<file path="config.mk">
export PLATFORM = sky130hd
export DESIGN_NAME = pc_gen
export DESIGN_NICKNAME = d
export VERILOG_FILES = /design/src/rtl/pc_gen.sv
export SDC_FILE = /design/constraint.sdc
export NUM_CORES = 1
export LEC_CHECK = 0
export ABC_AREA = 1
export CAP_MARGIN = 25
export CORE_MARGIN = 1.5
export CORE_UTILIZATION = 50
export CTS_BUF_LIST = sky130_fd_sc_hd__clkbuf_16
export DETAILED_ROUTE_END_ITERATION = 12
export PLACE_DENSITY = 0.8
export SLEW_MARGIN = 0
export SYNTH_ARGS = -nofsm -noshare
export SYNTH_HDL_FRONTEND = slang
export SYNTH_SLANG_ARGS = --single-unit
</file>
<file path="constraint.sdc">
create_clock -name clk -period 7.4 [get_ports clk]
set_input_delay 1.85 -clock clk [delete_from_list [all_inputs] [get_ports clk]]
set_output_delay 1.85 -clock clk [all_outputs]
set_load 0.02 [all_outputs]
</file>
<file path="src/rtl/pc_gen.sv">
`default_nettype none
// ============================================================================
// pc_gen : fetch-stage next-PC selection with stall/backpressure hold and RAS
// Revision: 1.0
// ============================================================================
module pc_gen #(
    parameter int               XLEN         = 32,
    parameter logic [XLEN-1:0]  RESET_VECTOR = '0,
    parameter int               ALIGN_BITS   = 2,
    parameter int               RAS_DEPTH    = 4
) (
    input  logic            clk,
    input  logic            rst_n,
    input  logic            stall,
    input  logic            trap_valid,
    input  logic [XLEN-1:0] trap_vector,
    input  logic            redirect_valid,
    input  logic [XLEN-1:0] redirect_target,
    input  logic            ras_push,
    input  logic [XLEN-1:0] ras_push_addr,
    input  logic            ras_pop,
    input  logic            fetch_ready,
    output logic            fetch_valid,
    output logic [XLEN-1:0] pc,
    output logic [XLEN-1:0] pc_previous,
    output logic            misaligned,
    output logic            ras_underflow
);

    localparam int              PTR_W      = $clog2(RAS_DEPTH);
    localparam int              CNT_W      = $clog2(RAS_DEPTH + 1);
    localparam logic [XLEN-1:0] PC_INC     = XLEN'(1) << ALIGN_BITS;
    localparam logic [XLEN-1:0] ALIGN_MASK = ~(PC_INC - XLEN'(1));
    localparam logic [CNT_W-1:0] CNT_FULL  = CNT_W'(RAS_DEPTH);

    logic [XLEN-1:0]  pc_q, pc_d;
    logic [XLEN-1:0]  pc_prev_q, pc_prev_d;
    logic             fetch_valid_q;
    logic             misaligned_q, misaligned_d;
    logic             underflow_q, underflow_d;
    logic [PTR_W-1:0] top_q, top_d;
    logic [CNT_W-1:0] count_q, count_d;
    logic [XLEN-1:0]  ras_q [RAS_DEPTH];

    logic             accept;
    logic             ras_op;
    logic             ras_empty;
    logic             pop_hit;
    logic             take_target;
    logic [XLEN-1:0]  target_raw;
    logic             ras_wr_en;
    logic [PTR_W-1:0] ras_wr_idx;

    always_comb begin
        accept      = fetch_valid_q & fetch_ready & ~stall;
        take_target = trap_valid | redirect_valid;
        // RAS only moves with an accepted, non-redirected fetch
        ras_op      = accept & ~take_target;
        ras_empty   = (count_q == '0);
        pop_hit     = ras_op & ras_pop & ~ras_empty;
        target_raw  = trap_valid ? trap_vector : redirect_target;

        if (take_target)  pc_d = target_raw & ALIGN_MASK;
        else if (pop_hit) pc_d = ras_q[top_q];
        else if (accept)  pc_d = pc_q + PC_INC;
        else              pc_d = pc_q;

        pc_prev_d    = accept ? pc_q : pc_prev_q;
        misaligned_d = take_target & (|(target_raw & ~ALIGN_MASK));
        underflow_d  = ras_op & ras_pop & ras_empty;

        top_d      = top_q;
        count_d    = count_q;
        ras_wr_en  = 1'b0;
        ras_wr_idx = top_q;
        if (trap_valid) begin
            count_d = '0;
        end else if (ras_op) begin
            if (ras_push && pop_hit) begin
                // call+return in one slot: replace top in place, depth unchanged
                ras_wr_en = 1'b1;
            end else if (ras_push) begin
                ras_wr_en  = 1'b1;
                ras_wr_idx = top_q + PTR_W'(1);
                top_d      = top_q + PTR_W'(1);
                count_d    = (count_q == CNT_FULL) ? count_q : count_q + CNT_W'(1);
            end else if (pop_hit) begin
                top_d   = top_q - PTR_W'(1);
                count_d = count_q - CNT_W'(1);
            end
        end
    end

    always_ff @(posedge clk or negedge rst_n) begin
        if (!rst_n) begin
            pc_q          <= RESET_VECTOR;
            pc_prev_q     <= '0;
            fetch_valid_q <= 1'b0;
            misaligned_q  <= 1'b0;
            underflow_q   <= 1'b0;
            top_q         <= '0;
            count_q       <= '0;
        end else begin
            pc_q          <= pc_d;
            pc_prev_q     <= pc_prev_d;
            fetch_valid_q <= 1'b1;
            misaligned_q  <= misaligned_d;
            underflow_q   <= underflow_d;
            top_q         <= top_d;
            count_q       <= count_d;
        end
    end

    // Entry contents are don't-care after reset; occupancy alone gates their use
    always_ff @(posedge clk) begin
        if (ras_wr_en) ras_q[ras_wr_idx] <= ras_push_addr;
    end

    assign fetch_valid   = fetch_valid_q;
    assign pc            = pc_q;
    assign pc_previous   = pc_prev_q;
    assign misaligned    = misaligned_q;
    assign ras_underflow = underflow_q;

endmodule
`default_nettype wire

</file>
# Word level (Yosys, flattened, before mapping)
# Memories as Yosys holds them, arrays and structs flattened.
# Index checks and enable logic that the tools add are counted.
totals:
  latch_bits: 0
  inputBits: 104
  elab_cells: 60
  ram_bits: 128
  regBits: 72
  n_memories: 1
  rom_bits: 0
  out_inout_bits: 67
op_classes:
  div: 0
  n_lt_le_gt_ge: 0
  n_eq_ne: 3
  n_mux: 22
  add_sub_neg: 5
  n_mul: 0
  shift: 0
  n_bitwise: 13
  reduce_logical: 9
mem_list:
  columns: ["memory", "depth", "width", "read_ports", "rd_ports_with_merged_regs", "write_ports", "line_no", "rtl"]
  rows:
  - ["ras_q", 4, 32, 1, 0, 1, "43", "logic [XLEN-1:0] ras_q [RAS_DEPTH];"]
ops:
  columns: ["cell", "count"]
  rows:
  - ["two-way mux 32 bit", 4]
  - ["adder 32 x 3 -> 32 bit, second input constant", 1]
  - ["two-way mux 3 bit", 6]
  - ["two-way mux 2 bit", 6]
  - ["AND reduction 4 bit", 2]
  - ["bitwise AND 1 bit", 7]
  - ["two-way mux 1 bit", 6]
  - ["nonzero test 3 bit", 2]
  - ["inverter 1 bit", 5]
  - ["nonzero test 2 bit", 2]
  - ["adder 3 x 1 -> 3 bit, second input constant", 1]
  - ["== test 3 bit, second input constant", 1]
  - ["zero test 3 bit", 1]
  - ["!= test 3 bit, second input constant", 1]
  - ["subtractor 3 x 1 -> 3 bit, second input constant", 1]
  - ["adder 2 x 1 -> 2 bit, second input constant", 1]
  - ["!= test 2 bit, second input constant", 1]
  - ["OR reduction 2 bit", 1]
  - ["subtractor 2 x 1 -> 2 bit, second input constant", 1]
  - ["logical AND 1 bit", 1]
  - ["bitwise OR 1 bit", 1]

# Longest topological paths before layout
logic_depth:
  word_depth: 11
  ltp_mapped: 12
  ltp_nobuf: 12

# Least setup slack after synthesis
# No wires, ideal clock.
synth_timing:
  kind: "input port to flip-flop"
  start: "input port redirect_valid"
  end: "memory ras_q[3][0], enable pin"
  stages: 9
  arrival_ns: 3.929
  path_buffers: 0
  required_time_ns: 6.979
  path_slack_ns: 3.050
  setup_ns: 0.421
  cell_sequence: "nor2_4 > inv_2 > nor2_4 > nand3_4 > nand2_1 > nand2_1 > o21ai_2 > inv_2 > nor2_1"
synth_via:
  elab_chain_cells: 11
  word_cells_on_any_way: 14
  classes_between: "mux: 8; bitwise: 5; reduce/logical: 1"
synth_rtl:
  columns: ["element", "line_no", "rtl"]
  rows:
  - ["from (decl)", "17", "input logic redirect_valid,"]
  - ["bitwise OR 1 bit *", "56", "take_target = trap_valid | redirect_valid;"]
  - ["inverter 1 bit *", "58", "ras_op = accept & ~take_target;"]
  - ["bitwise AND 1 bit *", "58", null]
  - ["bitwise AND 1 bit (2 in series)", "60", "pop_hit = ras_op & ras_pop & ~ras_empty;"]
  - ["logical AND 1 bit", "79", "if (ras_push && pop_hit) begin"]
  - ["two-way mux 1 bit", "79", null]
  - ["two-way mux 1 bit", "78", "end else if (ras_op) begin"]
  - ["two-way mux 1 bit", "76", "if (trap_valid) begin"]
  - ["two-way mux 1 bit", "116", "if (ras_wr_en) ras_q[ras_wr_idx] <= ras_push_addr;"]
  - ["two-way mux 1 bit (implied by the code)", "116", null]
  - ["to (decl)", "43", null]
# Every way passes the cells marked *; elsewhere a longest branch is shown, timed or not.

# Worst setup path in the final report
layout_timing:
  start: "input port stall"
  end: "memory ras_q[3][25], enable pin"
layout_via:
  elab_chain_cells: 11
  word_cells_on_any_way: 14
  classes_between: "mux: 8; bitwise: 5; reduce/logical: 1"
layout_rtl:
  columns: ["element", "line_no", "rtl"]
  rows:
  - ["from (decl)", "14", "input logic stall,"]
  - ["inverter 1 bit *", "55", "accept = fetch_valid_q & fetch_ready & ~stall;"]
  - ["bitwise AND 1 bit *", "55", null]
  - ["bitwise AND 1 bit *", "58", null]
  - ["bitwise AND 1 bit (2 in series)", "60", null]
  - ["logical AND 1 bit", "79", null]
  - ["two-way mux 1 bit", "79", null]
  - ["two-way mux 1 bit", "78", null]
  - ["two-way mux 1 bit", "76", null]
  - ["two-way mux 1 bit", "116", null]
  - ["two-way mux 1 bit (implied by the code)", "116", null]
# Marked as above.

==> flow_summary.ini <==
[worst_hold_path]
min_from = pc_previous[12]$_DFFE_PN0P_
min_to = pc_previous[12]$_DFFE_PN0P_
hp-class = register to register
hold_depth = 2

[synth]
synth.cell_area_sq_mm = 0.00920
netlist_instances = 953
synth_xor_area_frac = 0.0152
ys_seq_elements = 200
synth-compound-area-share = 0.132
yosysUniqueCellTypes = 35
synth_top_flop_cell = edfxtp_1
synth_top_family_by_area = simple AND/OR/NAND/NOR gates
yosys-top-cells-count = 221 x nand2_1, 133 x nor2_1, 128 x edfxtp_1
synth_area_per_cell_sq_um = 9.65
synthAdderAreaFrac = 0.00626
ys_seq_area_frac = 0.614
synth_edf_count = 128
syn-num-nets = 1061
synth_top_area_frac = 0.418
synth_warnings = 0
muxShareOfSynthArea = 0
synthSimpleGateAreaFrac = 0.183
ys_top_cells_by_area = edfxtp_1 42%, dfrtp_1 20%, nand2_1 9.0%, o21ai_0 6.9%, nor2_1 5.4%
synthArstFlopShare = 0.360
yosysMostFrequentCell = nand2_1
synth_top_cell_by_area = edfxtp_1

[floorplanning]
dieArea_sq_mm = 0.0192
core_sq_mm = 0.0180
dieWidth_um = 139
rows = 49
pin_count = 171
die_y_um = 139
start_util = 0.510

[clock_tree]
ctsResizeCount = 0
cts_buffers = 17
path_clk_slew_ns = 0.07
post_cts_buffers = 0
cts_tree = yes
clock-root-buffer = clkbuf_16
htreeDepth = 4
cts_buffer_depth = 2
cts_sinks = 200
clock_latency_ns = 0.44
holdBufCountCts = 0

[layout]
stdcell_area_sq_mm = 0.0117
final_nets = 1214
drive_gt1_frac = 0.0599
syn2layout_area_growth_pct = 26.8
fill_cells = 1442
diodes = 0
final_cells = 1348

[critical_path]
crit_path_end_kind = register
worstPathCellList = clkdlybuf4s50_1, inv_2, nand3_4, nor2_4, nand3_4, nand2_1, nand2_1, o21ai_2, inv_2, nor2_2, buf_4
reg2reg_depth = 9
cp_max_fo = 62
critical_path_arrival_ns = 5.39
slowest_stage = nor2_4
worst_setup_path_start_kind = input pin
cp.required_ns = 7.51
reg2reg_to = ras_q[3][25]$_DFFE_PP_
worst-r2r-setup-slack_ns = 3.66
cpPeakStageDelay_ns = 0.62
path_class = input pin to register
r2r_start = fetch_valid$_DFF_PN0_

[power]
p_leak_nw = 4.49
power_density_mw_per_mm2 = 250
peakVddDrop_mv = 0.219

[global_routing]
grt_pass1_wl_um = 38000
grt_max_degree = 73
grt.overflow.total = 0
antenna_found_initial = 0
grt_pass1_vias = 7184
globalRouteTotalUtil = 0.254

[routing]
finalWirelength_um = 23900
vias = 7365
avgRoutedWirePerCell_um = 17.7
vias_per_cell = 5.46
drt_iter0_drc = 672
ant_nets = 0
drcViolationCount = 0
drt_pass1_iterations = 5

[placement]
dp_cells = 1316
dpl_cell_area_sq_mm = 0.0110
port_buffers = 170
routabilityCongestion = 0.925
dpl.hpwl_um = 16600

[sta]
finalCritPeriodShare = 0.714
setup_viol = 0
tightest_slew_ns = 0.987
fin_crit_ns = 5.28
finalSetupTns_ns = 0
fmax_mhz = 189
skew_ns = 0.0121
hold_viol_final = 0
slew_headroom = 0.341
timing.final.max_slew_violations = 0
rsz0062_at_grt = no

[status]
status = completed

[run]
maxCapViolCount = 0
-- worst max-delay path by stage --
| stage | start | endpoint | slack (ns) | cells after the start |
|---|---|---|---|---|
| after detailed placement | stall | ras_q[3][24]$_DFFE_PP_ | 1.66 | 11 |
| after global placement | stall | ras_q[3][17]$_DFFE_PP_ | 1.72 | 11 |
| final | stall | ras_q[3][25]$_DFFE_PP_ | 2.12 | 11 |
| after floorplan | redirect_valid | ras_q[3][0]$_DFFE_PP_ | 3.05 | 9 |
| after CTS | stall | ras_q[3][9]$_DFFE_PP_ | 2.10 | 11 |
| after global routing | stall | ras_q[3][9]$_DFFE_PP_ | 1.77 | 11 |
-- layer usage --
layer,up-vias,share of wire,GRT usage
met2,317,0.47,0.409
met1,3462,0.42,0.339
met3,44,0.082,0.0677
li1,3542,-,-
met5,-,0,0
met4,0,0.023,0.0779
-- cells by family (layout without fill, tap and decap cells) --
group	Yosys count	after routing
adder cells (fa/ha/maj)	4	4
XOR/XNOR	16	16
AND/OR/NAND/NOR	409	409
AO/OA/AOI/OAI	213	213
flip-flops	200	200
buffers and inverters	110	276
other	1	1
-- state kept, by name (all words and copies together) (netlist names) --
signal         count
misaligned         1
top_q              2
fetch_valid        1
ras_underflow      1
pc_previous       32
pc                32
count_q            3
ras_q            128
-- critical path, delay by kind of cell --
kind                   cells  cell delay, ns
AND/OR/NAND/NOR            6            2.33
buffers and inverters      4            1.06
AO/OA/AOI/OAI              1            0.12
-- through the flow --
step | utilization | hold slack [ns] | power [W] | setup slack, ns
finish | 0.647 | 0.481 | 0.00291 | 2.12
detailed placement | 0.613 | 0.465 | 0.00198 | 1.66
CTS | 0.647 | 0.485 | 0.00292 | 2.10
global route | 0.647 | 0.503 | 0.00304 | 1.77
floorplan | - | 0.533 | 0.00169 | 3.05
global placement | 0.613 | 0.466 | 0.00197 | 1.72
-- area by class of cell --
class | count | area (sq um) | share of cell area
Inverter | 65 | 244 | 0.0209
Clock buffer | 17 | 425 | 0.0365
Multi-Input combinational cell | 643 | 3110 | 0.267
Timing Repair Buffer | 179 | 1760 | 0.151
Tap cell | 229 | 287 | 0.0246
Clock inverter | 15 | 180 | 0.0155
Sequential cell | 200 | 5650 | 0.484
-- cells in the final DEF (no fill, tap or decap), types with 6 or more instances in the layout --
cell type        instances
a21oi_1                 11
o21ai_1                  6
nand3_1                 36
clkbuf_16               17
xor2_1                  13
nor2_2                   9
dfrtp_1                 71
clkdlybuf4s50_1        169
edfxtp_1               128
buf_4                    9
inv_1                   60
nand2_1                221
a22oi_1                 30
o21ai_0                126
o22ai_1                 27
nor2_1                 128
-- power by group --
part	switching, W	internal [W]	leakage, nW
sequential	0.0000543	0.00125	2.05
combinational	0.000411	0.000254	2.14
clock	0.000431	0.000511	0.298
total	0.000897	0.00201	4.49
No activity file was read; power rests on OpenSTA's default activity.
